## src/rtl/pipe_reg.sv

```systemverilog
// Elastic pipeline register: DEPTH stages with valid/ready handshake and bubble collapsing.
// Outputs come straight from the last stage's flops; in_ready is combinational from out_ready.
module pipe_reg #(
  parameter int WIDTH = 16,
  parameter int DEPTH = 4
) (
  input  logic                         clk,
  input  logic                         rst,
  input  logic                         flush,
  input  logic                         in_valid,
  input  logic [WIDTH-1:0]             in_data,
  output logic                         in_ready,
  output logic                         out_valid,
  output logic [WIDTH-1:0]             out_data,
  input  logic                         out_ready,
  output logic [$clog2(DEPTH+1)-1:0]   count
);

  localparam int CW = $clog2(DEPTH+1);

  logic [DEPTH-1:0] valid_q;
  logic [DEPTH-1:0] valid_d;
  logic [WIDTH-1:0] data_q [DEPTH];
  logic [WIDTH-1:0] data_d [DEPTH];
  logic [DEPTH-1:0] adv_c;
  logic             in_xfer_c;
  logic [CW-1:0]    count_c;

  // Advance ripples from the output side: a stage may move if the next one is empty or moving.
  always_comb begin
    // NOTE: every variable written here gets a default first, so no path can infer a latch.
    adv_c            = '0;
    adv_c[DEPTH-1]   = valid_q[DEPTH-1] & out_ready;
    for (int i = DEPTH - 2; i >= 0; i--) begin
      adv_c[i] = valid_q[i] & (~valid_q[i+1] | adv_c[i+1]);
    end
  end

  assign in_ready  = (~valid_q[0] | adv_c[0]) & ~flush;
  assign in_xfer_c = in_valid & in_ready;

  always_comb begin
    valid_d = valid_q;
    data_d  = data_q;

    if (in_xfer_c) begin
      valid_d[0] = 1'b1;
      data_d[0]  = in_data;
    end else if (adv_c[0]) begin
      valid_d[0] = 1'b0;
    end

    for (int i = 1; i < DEPTH; i++) begin
      if (adv_c[i-1]) begin
        valid_d[i] = 1'b1;
        data_d[i]  = data_q[i-1];
      end else if (adv_c[i]) begin
        valid_d[i] = 1'b0;
      end
    end

    // Flush discards every word, including one being handed to the consumer this cycle.
    if (flush) begin
      valid_d = '0;
    end
  end

  always_ff @(posedge clk or posedge rst) begin
    if (rst) begin
      valid_q <= '0;
      // NOTE: the data array is reset too, because out_data must read zero while rst is held.
      for (int i = 0; i < DEPTH; i++) begin
        data_q[i] <= '0;
      end
    end else begin
      // NOTE: sequential state uses non-blocking assignments so all stages update from old values.
      valid_q <= valid_d;
      data_q  <= data_d;
    end
  end

  always_comb begin
    count_c = '0;
    for (int i = 0; i < DEPTH; i++) begin
      count_c = count_c + CW'(valid_q[i]);
    end
  end

  assign out_valid = valid_q[DEPTH-1];
  assign out_data  = data_q[DEPTH-1];
  assign count     = count_c;

endmodule

```

## config.mk

```make
export PLATFORM = sky130hd
export DESIGN_NAME = pipe_reg
export DESIGN_NICKNAME = d
export VERILOG_FILES = /design/src/rtl/pipe_reg.sv
export SDC_FILE = /design/constraint.sdc
export NUM_CORES = 1
export LEC_CHECK = 0
export ABC_AREA = 1
export CORE_MARGIN = 3
export CORE_UTILIZATION = 49
export CTS_CLUSTER_SIZE = 8
export DETAILED_ROUTE_END_ITERATION = 10
export PLACE_DENSITY = 0.83
export SYNTH_ARGS = -nofsm -noshare
export SYNTH_HDL_FRONTEND = slang
export SYNTH_SLANG_ARGS = --single-unit
```

## constraint.sdc

```tcl
create_clock -name clk -period 2.8 [get_ports clk]
set_clock_uncertainty 0.05 [all_clocks]
set_input_delay 0.42 -clock clk [delete_from_list [all_inputs] [get_ports clk]]
set_output_delay 0.42 -clock clk [all_outputs]
set_load 0.02 [all_outputs]
```

## Word level (Yosys, flattened, before mapping)

Index checks and enable logic that the tools add are counted.

- Register bits after elaboration: 68
- Input bits: 21

- $add $sub $neg: 3
- Muxes and demuxes: 9
- Bitwise operators: 15
- Reduce and logical (&&, ||, !) cells: 4

Operators with widths:

| cell | number |
|---|---|
| nonzero test 3 bit | 4 |
| two-way mux 1 bit | 8 |
| AND 1 bit | 6 |
| NOT 1 bit | 5 |
| two-way mux 4 bit | 1 |
| OR 1 bit | 4 |
| adder 2 x 1 -> 3 bit | 1 |
| adder 3 x 1 -> 3 bit | 1 |
| adder 1 x 1 -> 2 bit | 1 |

## Depth between registers and ports, before layout

- Depth after elaboration: 12
- Gate-level depth with buffers: 7
- Depth with buffers taken out: 6

## Worst setup path before layout

OpenSTA, ideal clock, no wires.

- Path type: register -> output
- Start point: register valid_q[3]
- End point: output port count[1]
- Arrival time: 1.651 ns
- Slack: 0.679 ns
- Cell stages (with the launch flop): 6
- Path through: dfrtp_1 inv_2 fa_1 inv_1 ha_1 ha_1

- Cells in the longest elaborated chain, start to end: 1

RTL lines:

| element | RTL line | text |
|---|---|---|
| from (decl) | 21 | `logic [DEPTH-1:0] valid_q;` |
| from (signal assigned) | 77 | `valid_q <= valid_d;` |
| adder 3 x 1 -> 3 bit | 85 | `count_c = count_c + CW'(valid_q[i]);` |
| to (decl) | 16 | `output logic [$clog2(DEPTH+1)-1:0] count` |

Every way passes these cells.

## Worst setup path after layout

- Start point: register valid_q[3]
- End point: output port count[0]

Same word-level chain as after synthesis.

==> impl_metrics.csv <==
group,metric,value,unit
worst_setup_path,critPathTopFamily,"adder cells",
cts,clk_pin_slew,0.06,ns
pwr,power_density,690,nW/µm²
layout,final_layout_size_suffix_gt1_frac,0.0838,
cts,cts.path.max_buffers,2,
cts,cts_made_buffers,9,
cts,cts_hold_buf,0,
timing,fin_tns_setup,0,ns
worst_setup_path,rr_startpoint,"valid_q[2]$_DFFE_PP0P_",
place,place.port_buffers,41,
worst_setup_path,criticalPathCategory,"reg2out",
worst_setup_path,path_cells,"inv_2 -> fa_1 -> inv_1 -> ha_1 -> clkdlybuf4s50_1",
cts,root_buffer,"clkbuf_8",
drt,vias_per_cell,4.92,
logic_synthesis,ys_seq_elements,68,
cts,h-tree-depth,3,
timing,finalHoldViolations,0,
logic_synthesis,synth_area_leaders,"dfrtp_1 (58%), nand2_1 (15%), nand3_1 (7.1%)",
global_route,use_met2,0.259,
worst_setup_path,reg2reg_depth,5,
cts,clk-insertion-delay-late,0.33,ns
place,gp_congestion,0.775,
logic_synthesis,avgSynthCellArea,9.28,µm²
global_route,use_met3,0.0296,
logic_synthesis,ys_seq_area_frac,0.579,
floorplan,die_area,6970,µm²
timing,setup_violations,0,
floorplan,rows,27,
floorplan,coreArea,5640,µm²
global_route,grt_pass1_wl,8730,µm
floorplan,die_h,83.5,µm
timing,fin_ws,0.119,ns
outcome,status,"finished clean",
flow_run,max_cap_viol_count,0,
layout,diodes,0,
logic_synthesis,synth_area,2940,µm²
logic_synthesis,yosys_warnings,0,
pwr,p_leak,1.79,nW
logic_synthesis,synth_top_area_frac,0.579,
global_route,grt_pass1_vias,1958,
worst_setup_path,required,2.33,ns
worst_setup_path,start_kind,"register",
logic_synthesis,yosys.area.top_type,"dfrtp_1",
timing,fin_crit,2.68,ns
drt,num_vias,2058,
worst_setup_path,worst_path_max_delay_cell,"clkdlybuf4s50_1",
worst_setup_path,slowest_delay,0.60,ns
global_route,track_usage,0.157,
global_route,grt.met1_usage,0.189,
layout,fin_nets,365,
floorplan,io_pins,42,
place,hpwl,3620,µm
cts,post-cts-setup-buffers,0,
place,pre_cts_ws,0.291,ns
global_route,gr-total-overflow,0,
worst_setup_path,r2r_slack,1.30,ns
layout,fillerInstances,474,
global_route,grt_start_max_net_pins,43,
timing,relSlewSlack,0.564,
drt,route.detailed.drc,0,
timing,maxSlewViolCount,0,
timing,rsz0062_at_grt,"no",
floorplan,start_util,0.521,
worst_setup_path,critPathArrivalTime,2.21,ns
layout,syn2layout_area_growth,16.7,%
timing,period_share,0.958,
drt,wl,4970,µm
logic_synthesis,synthCells,317,
pwr,ir_drop,0.336,mV
drt,postRouteAntennaNets,0,
worst_setup_path,worstSetupEndpointType,"primary output",
cts,clkSinkCount,68,
drt,first_pass_iters,4,
timing,worst_slew_pin_slew,0.651,ns
logic_synthesis,synth.distinct_cells,20,
global_route,antenna_found_initial,0,
worst_setup_path,cp_max_fo,2,
logic_synthesis,synthesis.nets,341,
hold_path,hp-class,"in2async",
cts,cts_tree,"built",
drt,drtIter0Drc,112,
drt,wire_per_inst,11.9,µm
worst_setup_path,critical_path_buf_inv_count,3,
worst_setup_path,r2r-end,"data_q[17]$_DFFE_PP0P_",
floorplan,die_x,83.5,µm
global_route,grt_busiest_layer,"met2",
timing,max_freq,0.373,GHz
==> cell type report <==
class                           count  area (µm²)  area share
Sequential cell                    68        1700       0.496
Inverter                           12        45.0      0.0131
Clock buffer                       14         153      0.0445
Timing Repair Buffer               46         459       0.134
Clock inverter                      2        10.0     0.00292
Multi-Input combinational cell    204         973       0.284
Tap cell                           72        90.1      0.0262
==> worst register-to-register path, stage by stage (launching register included) <==
cell and delay [ns]:
dfrtp_1 0.38, buf_4 0.21, nand2_2 0.24, nand2_2 0.27, nor2_1 0.17, a21oi_1 0.05
==> registers in the layout (all words and copies together) (netlist names) <==
name	count
data_q	48
out_data	16
valid_q	4
==> layout by cell type (no fill, tap or decap) <==
master | netlist | final
buf_12 | 0 | 1
dfrtp_1 | 68 | 68
nand2_2 | 4 | 4
nand3_1 | 42 | 42
clkdlybuf4s50_1 | 0 | 40
clkbuf_1 | 3 | 4
dlygate4sd2_1 | 0 | 1
clkbuf_8 | 0 | 10
clkinv_2 | 0 | 2
o21ai_0 | 3 | 3
nor2_8 | 1 | 1
nor2_1 | 8 | 8
inv_2 | 3 | 4
inv_1 | 9 | 8
fa_1 | 1 | 1
nand4_1 | 16 | 16
buf_4 | 17 | 4
nand4_4 | 1 | 1
nand3_4 | 2 | 2
nand2_1 | 119 | 119
ha_1 | 2 | 2
a21oi_1 | 5 | 5
==> what timing repair did <==
item                                   4_1_cts  5_1_grt
setup endpoints to repair                    1        0
endpoints found under the hold margin        0        0
gates resized for setup                      1        0
==> metrics by stage <==
step | instances | area [µm²] | utilization | power, W | hold slack [ns]
6_report | 418 | 3430 | 0.608 | 0.00237 | 0.416
5_1_grt | 418 | 3430 | 0.608 | 0.00250 | 0.443
4_1_cts | 418 | 3430 | 0.608 | 0.00239 | 0.427
3_5_place_dp | 402 | 3270 | 0.580 | 0.00172 | 0.410
3_3_place_gp | 402 | 3270 | 0.580 | 0.00169 | 0.409
2_1_floorplan | 317 | 2940 | - | 0.00159 | 0.393
==> cell usage after synthesis <==
| cell | n |
|---|---|
| nand2_1 | 119 |
| dfrtp_1 | 68 |
| nand3_1 | 42 |
| buf_4 | 17 |
| nand4_1 | 16 |
| inv_1 | 9 |
| buf_2 | 8 |
| nor2_1 | 8 |
| a21oi_1 | 5 |
| nand2_2 | 4 |
| buf_6 | 3 |
| clkbuf_1 | 3 |
| inv_2 | 3 |
| o21ai_0 | 3 |
| buf_1 | 2 |
| ha_1 | 2 |
| nand3_4 | 2 |
| fa_1 | 1 |
| nand4_4 | 1 |
| nor2_8 | 1 |
==> cells by family (layout without fill, tap and decap cells) <==
kind of cell,count (synthesis),after routing,synth area share
compound gates,8,8,0.0136
fa+ha+maj,3,3,0.0153
buf+inv,45,74,0.0902
flops,68,68,0.579
simple gates,193,193,0.302
==> power breakdown <==
part	total [W]	internal (W)	leakage, nW	switching [W]
Combinational	0.000451	0.000205	0.835	0.000245
Sequential	0.00124	0.00115	0.870	0.0000898
Clock	0.000675	0.000344	0.0844	0.000331
==> worst max path at each step <==
stage	startpoint	to	depth (start not counted)
after detailed placement	valid_q[3]$_DFFE_PP0P_	count[1]	6
final	valid_q[3]$_DFFE_PP0P_	count[0]	5
after global placement	valid_q[3]$_DFFE_PP0P_	count[1]	6
after global routing	valid_q[3]$_DFFE_PP0P_	count[2]	6
after floorplan	rst	data_q[16]$_DFFE_PP0P_	1
after CTS	valid_q[3]$_DFFE_PP0P_	count[0]	5
==> routing by layer <==
metal	vias up	part of all wire	routed length, µm
met2	56	0.47	2360
met5	-	0	0
met3	10	0.044	217
met1	932	0.45	2260
li1	1060	-	-
met4	0	0.027	133
Power figures use the tool's default switching activity.
